## config.mk

```make
export PLATFORM = sky130hd
export DESIGN_NAME = sprite_compositor
export DESIGN_NICKNAME = d
export VERILOG_FILES = /design/src/rtl/sprite_compositor.sv
export SDC_FILE = /design/constraint.sdc
export NUM_CORES = 1
export LEC_CHECK = 0
export CAP_MARGIN = 20
export CORE_MARGIN = 10
export CORE_UTILIZATION = 24
export DETAILED_ROUTE_END_ITERATION = 10
export GPL_TIMING_DRIVEN = 0
export PLACE_DENSITY = 0.44
export SYNTH_ARGS = -nofsm -noshare
export SYNTH_HDL_FRONTEND = slang
export SYNTH_SLANG_ARGS = --single-unit
```

## constraint.sdc

```tcl
create_clock -name clk -period 8.7 [get_ports clk]
set_clock_uncertainty 0.15 [all_clocks]
set_input_delay 1.74 -clock clk [delete_from_list [all_inputs] [get_ports clk]]
set_output_delay 1.74 -clock clk [all_outputs]
set_load 0.01 [all_outputs]
```

## src/rtl/sprite_compositor.sv

```systemverilog
// N-channel sprite overlay: per-frame shadowed positions, ROM addressing, fixed priority (index 0 on top)
// and per-frame collision flags. Define SPRITE_COMPOSITOR_MIRROR_EN to enable per-sprite horizontal flip.
module sprite_compositor #(
  parameter int          N_SPRITES = 4,
  parameter int          SPR_W     = 128,
  parameter int          SPR_H     = 128,
  parameter int          ROM_LAT   = 1,
  parameter logic [11:0] BG_COLOR  = 12'h000,
  localparam int         AW        = $clog2(SPR_W * SPR_H)
) (
  input  logic                    clk,
  input  logic                    rst,
  input  logic                    frame_start,
  input  logic [9:0]              col,
  input  logic [8:0]              row,
  input  logic                    disp_ena,
  input  logic [N_SPRITES-1:0]    spr_en,
  input  logic [10*N_SPRITES-1:0] spr_x,
  input  logic [9*N_SPRITES-1:0]  spr_y,
  input  logic [12*N_SPRITES-1:0] spr_color,
  input  logic [N_SPRITES-1:0]    spr_mirror,
  output logic [AW*N_SPRITES-1:0] rom_addr,
  input  logic [N_SPRITES-1:0]    rom_opaque,
  output logic [11:0]             rgb,
  output logic                    rgb_valid,
  output logic [N_SPRITES-1:0]    collision,
  output logic                    collision_upd
);

  logic [N_SPRITES-1:0] en_q, en_d;
  logic [9:0]           x_q     [N_SPRITES];
  logic [9:0]           x_d     [N_SPRITES];
  logic [8:0]           y_q     [N_SPRITES];
  logic [8:0]           y_d     [N_SPRITES];
  logic [11:0]          color_q [N_SPRITES];
  logic [11:0]          color_d [N_SPRITES];
`ifdef SPRITE_COMPOSITOR_MIRROR_EN
  logic [N_SPRITES-1:0] mirror_q, mirror_d;
`else
  logic                 unused_mirror;
  assign unused_mirror = ^spr_mirror;
`endif

  logic [N_SPRITES-1:0] hit_q, hit_d;
  logic [AW-1:0]        addr_q [N_SPRITES];
  logic [AW-1:0]        addr_d [N_SPRITES];
  logic                 dena0_q, dena0_d;
  logic [N_SPRITES-1:0] hit_dl_q [ROM_LAT];
  logic [N_SPRITES-1:0] hit_dl_d [ROM_LAT];
  logic [ROM_LAT-1:0]   dena_dl_q, dena_dl_d;

  logic [11:0]          rgb_q, rgb_d;
  logic                 rgb_valid_q, rgb_valid_d;
  logic [N_SPRITES-1:0] coll_q, coll_d, acc_q, acc_d;
  logic                 coll_upd_q, coll_upd_d;

  // Next state for shadow latch, address stage, delay line, compositor and collision tracker.
  always_comb begin
    logic [10:0]          col_off;
    logic [9:0]           row_off;
    logic                 in_x, in_y, dena_c;
    logic [N_SPRITES-1:0] px, coll_add;
    logic [11:0]          pick;
    col_off = 11'd0;
    row_off = 10'd0;
    in_x    = 1'b0;
    in_y    = 1'b0;
    en_d    = en_q;
    x_d     = x_q;
    y_d     = y_q;
    color_d = color_q;
`ifdef SPRITE_COMPOSITOR_MIRROR_EN
    mirror_d = mirror_q;
`endif
    if (frame_start) begin
      en_d = spr_en;
`ifdef SPRITE_COMPOSITOR_MIRROR_EN
      mirror_d = spr_mirror;
`endif
      for (int i = 0; i < N_SPRITES; i++) begin
        x_d[i]     = spr_x[10*i +: 10];
        y_d[i]     = spr_y[9*i +: 9];
        color_d[i] = spr_color[12*i +: 12];
      end
    end else begin
      en_d = en_q;
    end

    // Offsets are taken one bit wider than the coordinates so a sprite past the right/bottom edge clips.
    for (int i = 0; i < N_SPRITES; i++) begin
      col_off = {1'b0, col} - {1'b0, x_q[i]};
      row_off = {1'b0, row} - {1'b0, y_q[i]};
      in_x    = ({1'b0, col} >= {1'b0, x_q[i]}) && (col_off < 11'(SPR_W));
      in_y    = ({1'b0, row} >= {1'b0, y_q[i]}) && (row_off < 10'(SPR_H));
`ifdef SPRITE_COMPOSITOR_MIRROR_EN
      col_off = mirror_q[i] ? (11'(SPR_W - 1) - col_off) : col_off;
`endif
      hit_d[i] = en_q[i] && in_x && in_y;
      if (hit_d[i]) begin
        addr_d[i] = AW'(row_off) * AW'(SPR_W) + AW'(col_off);
      end else begin
        addr_d[i] = {AW{1'b0}};
      end
    end

    dena0_d      = disp_ena;
    hit_dl_d     = hit_dl_q;
    dena_dl_d    = dena_dl_q;
    hit_dl_d[0]  = hit_q;
    dena_dl_d[0] = dena0_q;
    for (int k = 1; k < ROM_LAT; k++) begin
      hit_dl_d[k]  = hit_dl_q[k-1];
      dena_dl_d[k] = dena_dl_q[k-1];
    end

    dena_c = dena_dl_q[ROM_LAT-1];
    px     = hit_dl_q[ROM_LAT-1] & rom_opaque;
    pick   = BG_COLOR;
    for (int i = N_SPRITES - 1; i >= 0; i--) begin
      pick = px[i] ? color_q[i] : pick;
    end
    rgb_d       = dena_c ? pick : 12'h000;
    rgb_valid_d = dena_c;

    // px & (px-1) is nonzero exactly when two or more sprites are opaque here.
    if (dena_c && ((px & (px - N_SPRITES'(1))) != {N_SPRITES{1'b0}})) begin
      coll_add = px;
    end else begin
      coll_add = {N_SPRITES{1'b0}};
    end
    if (frame_start) begin
      coll_d     = acc_q;
      coll_upd_d = 1'b1;
      acc_d      = coll_add;
    end else begin
      coll_d     = coll_q;
      coll_upd_d = 1'b0;
      acc_d      = acc_q | coll_add;
    end
  end

  // Register update; rst returns every flop to its idle value.
  always_ff @(posedge clk) begin
    if (rst) begin
      en_q        <= {N_SPRITES{1'b0}};
      hit_q       <= {N_SPRITES{1'b0}};
      dena0_q     <= 1'b0;
      dena_dl_q   <= {ROM_LAT{1'b0}};
      rgb_q       <= BG_COLOR;
      rgb_valid_q <= 1'b0;
      coll_q      <= {N_SPRITES{1'b0}};
      acc_q       <= {N_SPRITES{1'b0}};
      coll_upd_q  <= 1'b0;
`ifdef SPRITE_COMPOSITOR_MIRROR_EN
      mirror_q    <= {N_SPRITES{1'b0}};
`endif
      for (int i = 0; i < N_SPRITES; i++) begin
        x_q[i]     <= 10'd0;
        y_q[i]     <= 9'd0;
        color_q[i] <= 12'h000;
        addr_q[i]  <= {AW{1'b0}};
      end
      for (int k = 0; k < ROM_LAT; k++) begin
        hit_dl_q[k] <= {N_SPRITES{1'b0}};
      end
    end else begin
      en_q        <= en_d;
      x_q         <= x_d;
      y_q         <= y_d;
      color_q     <= color_d;
      hit_q       <= hit_d;
      addr_q      <= addr_d;
      dena0_q     <= dena0_d;
      hit_dl_q    <= hit_dl_d;
      dena_dl_q   <= dena_dl_d;
      rgb_q       <= rgb_d;
      rgb_valid_q <= rgb_valid_d;
      coll_q      <= coll_d;
      acc_q       <= acc_d;
      coll_upd_q  <= coll_upd_d;
`ifdef SPRITE_COMPOSITOR_MIRROR_EN
      mirror_q    <= mirror_d;
`endif
    end
  end

  for (genvar g = 0; g < N_SPRITES; g++) begin : g_addr
    assign rom_addr[AW*g +: AW] = addr_q[g];
  end

  assign rgb           = rgb_q;
  assign rgb_valid     = rgb_valid_q;
  assign collision     = coll_q;
  assign collision_upd = coll_upd_q;

endmodule

```

==> flow_summary.yaml, run 1 <==
run_status:
  outcome: "finished clean"
route:
  vias_per_cell: 4.439
  vias: 9672
  wl_per_cell_um: 17.98
  drtIter0Drc: 349
  ant_nets: 0
  drt_pass1_iterations: 5
  finalWirelength_um: 39190
  drc: 0
sta:
  setup_viol: 0
  period_minus_slack_ns: 5.342
  tightestPinTransition_ns: 0.9877
  finalCritPeriodShare_pct: 61.40
  drv_slew: 0
  fmax_mhz: 187.2
  rsz0062_at_grt: "false"
  hold_viol_final: 0
  finalSetupTns_ns: 0
  relSlewSlack_pct: 34.15
finish:
  fin_nets: 1801
  fin_util_pct: 32.59
  drive_gt1_share_pct: 4.671
  num-fill-cells: 4982
  seq_area_um2: 4324
  area_growth_pct: 34.58
  multi_input_area_um2: 6563
synthesis:
  ys_warn_count: 0
  netlist_area_um2: 11510
  synthXorXnorAreaFrac_pct: 4.716
  synth_top_family_by_area: "simple AND/OR/NAND/NOR gates"
  synth_mux_area_share_pct: 12.54
  synth.avg_cell_area_um2: 8.968
  synth_area_leaders: "dfxtp_1 38%, mux2i_1 12%, ha_1 9.6%, nor2_1 7.0%, inv_1 3.6%"
  synth_top_area_share_pct: 37.55
  synthAdderAreaFrac_pct: 11.91
  synth_cell_types: 69
  syn_inst: 1284
  synth_top_cells_by_count: "216 x dfxtp_1, 216 x nor2_1, 142 x mux2i_1, 110 x inv_1, 88 x ha_1"
  synth_largest_area_cell: "dfxtp_1"
  async_flop_share_pct: 0
  synth_seq_area_share_pct: 37.55
  synth_edf_count: 0
  ys.flop_type: "dfxtp_1"
  syn-num-nets: 1543
  yosys_register_bits: 216
  synth-compound-area-share_pct: 12.04
  synthSimpleGateAreaFrac_pct: 15.79
clocking:
  cts_buffers: 29
  tritoncts: "yes"
  clock_latency_ns: 0.56
  htreeDepth: 1
  cts_setup_buffers: 0
  cts_resized: 0
  cts_hold_buf: 0
  clk_pin_slew_ns: 0.06
  root_buffer: "clkbuf_16"
  cts.sinks: 216
  clock_path_buffers: 3
worst_setup_path:
  cp_slowest_stage_delay_ns: 0.80
  reg2reg_depth: 15
  worst_ep_arrival_time_ns: 5.67
  regToRegSetupSlack_ns: 4.98
  worstReg2RegStart: "x_q[20]"
  cp_cell_sequence: "clkdlybuf4s50_1 -> ha_1 -> nor2b_1 -> o2111ai_1 -> nand3b_1 -> a21o_1 -> a21oi_1 -> xnor2_1 -> ha_1 -> fa_1 -> maj3_1 -> or3b_2 -> a31oi_1"
  crit_top_cell: "ha_1"
  required_ns: 9.03
  cp_slowest_cell: "clkdlybuf4s50_1"
  crit_type: "in -> reg"
  cp-end-kind: "flip-flop"
  cp-start-kind: "input port"
  reg2reg_to: "rom_addr[26]"
  path_max_fanout: 8
power_and_ir_drop:
  p_sw_uw: 850.0
  powerDensity_nw_per_um2: 186.5
  p_clk_share_pct: 40.7
  ir_drop_mv: 0.1299
  sw_frac_of_total_pct: 29.41
  pwr-share-comb_pct: 23.1
  power_leakage_nw: 6.426
  seqPwrFrac_pct: 36.2
  p_int_mw: 2.040
global_route:
  grt_pass1_wl_um: 58480
  overflow: 0
  antenna_found_initial: 2
  grt_use_met2_pct: 23.40
  grt_max_degree: 14
  track_usage_pct: 13.35
  grtUsageMet3_pct: 3.423
  busiest_layer: "met2"
  grt_pass1_vias: 10084
  use_met1_pct: 16.13
run:
  cap_violations: 0
floorplanning:
  die-area_um2: 57140
  core_area_um2: 47550
  dieHeight_um: 239.0
  die_x_um: 239.0
  io_pins: 233
  initial_core_util_pct: 24.22
  row_count: 80
hold_path:
  min_path_type: "reg -> reg"
  min_to: "hit_dl_q[2]"
  holdPathStages: 1
  hp-start: "hit_dl_d[2]"
placement:
  portBuffers: 227
  dp_hpwl_um: 31700
  globalplace.congestion: 0.8074
-- cells by family (layout without fill, tap and decap cells) --
family / after synthesis / after routing
buf+inv: 160 / 439
compound gates: 206 / 206
flops: 216 / 216
other cells: 0 / 1
mux: 144 / 144
xor+xnor: 62 / 62
fa+ha+maj: 103 / 103
simple gates: 393 / 393
-- critical path: cells and delay by family --
kind	cells	cell delay [ns]
adders and majority gates	4	1.38
buffers and inverters	1	0.80
and+or+nand+nor	3	0.75
xor gates and xnor gates	1	0.14
AOI/OAI and AO/OA	4	0.87
-- final cells by class --
cell class,count,area share (%)
multi-input combinational,908,42.35
sequential,216,27.90
timing repair buffer,227,14.66
clock buffer,43,5.539
tap,615,4.966
inverter,110,2.665
buffer,50,1.389
clock inverter,9,0.5087
antenna,1,0.01615
-- power groups by stage --
stage               Combinational (mW)  Sequential [mW]  Clock, mW
finish                           0.668             1.05       1.18
global placement                 0.664             1.07          0
detailed placement               0.670             1.07          0
CTS                              0.676             1.05       1.22
global route                     0.749             1.05       1.26
floorplan                        0.461             1.06          0
-- layer usage --
layer,vias to the layer above,share of wire (%)
li1,4919,-
met1,4500,44
met2,207,48
met3,44,5.9
met4,2,1.8
met5,-,0.036
-- cells in the final DEF, fill, tap and decap left out, types with 8 or more instances in the layout --
cell type,n
clkdlybuf4s50_1,227
nor2_1,216
dfxtp_1,216
mux2i_1,142
inv_1,110
ha_1,88
a21oi_1,62
nand2_1,45
clkbuf_1,45
xnor2_1,39
a21o_1,30
clkbuf_16,29
nor2b_1,25
o21ai_0,24
xor2_1,23
o211ai_1,17
nand3_1,16
nor3_1,14
nand2b_1,12
fa_1,12
a221o_1,11
a31oi_1,9
o21a_1,9
nor2_2,9
o2111ai_1,8
or3_1,8
clkbuf_8,8
-- state kept, by name, indices dropped and copies added, names as in the netlist, 4 cells and up --
signal	flops
rom_addr	56
color_q	48
x_q	40
y_q	36
rgb	12
acc_q	4
collision	4
en_q	4
hit_dl_d	4
hit_dl_q	4
-- stage by stage --
step           hold slack (ns)  cells  instance area [um2]  power, mW  setup WS, ns
2_1_floorplan           0.2638   1284                11510      1.522         3.954
3_3_place_gp            0.2667   2126                14560      1.730         2.774
3_5_place_dp            0.2720   2126                14560      1.737         2.794
4_1_cts                 0.2852   2178                15490      2.941         3.360
5_1_grt                 0.3117   2178                15490      3.056         3.090
6_report                0.2847   2179                15500      2.890         3.358
-- worst max-delay path by stage --
stage | start | to | slack [ns] | depth (start not counted)
floorplan | col[0] | rom_addr[26] | 3.95 | 16
global route | col[1] | rom_addr[27] | 3.09 | 13
finish | col[1] | rom_addr[27] | 3.36 | 13
global placement | col[1] | rom_addr[27] | 2.77 | 13
CTS | col[1] | rom_addr[27] | 3.36 | 13
detailed placement | col[1] | rom_addr[27] | 2.79 | 13
No activity file was read; power rests on OpenSTA's default activity.
==> run 2, diff against run 1 <==
Clock period 8.7 ns to 5.55 ns, I/O delays scaled along.
==> results of run 2 <==
The final DEF is identical to that of run 1. Status: finished clean.
Main changes from that run: setup slack after placement 2.794 ns -> 0.2743 ns; setup slack after layout 3.358 ns -> 0.8384 ns; register-to-register setup slack 4.98 ns -> 1.83 ns; total power 2.890 mW -> 4.531 mW; worst IR drop on VDD 0.1299 mV -> 0.2036 mV
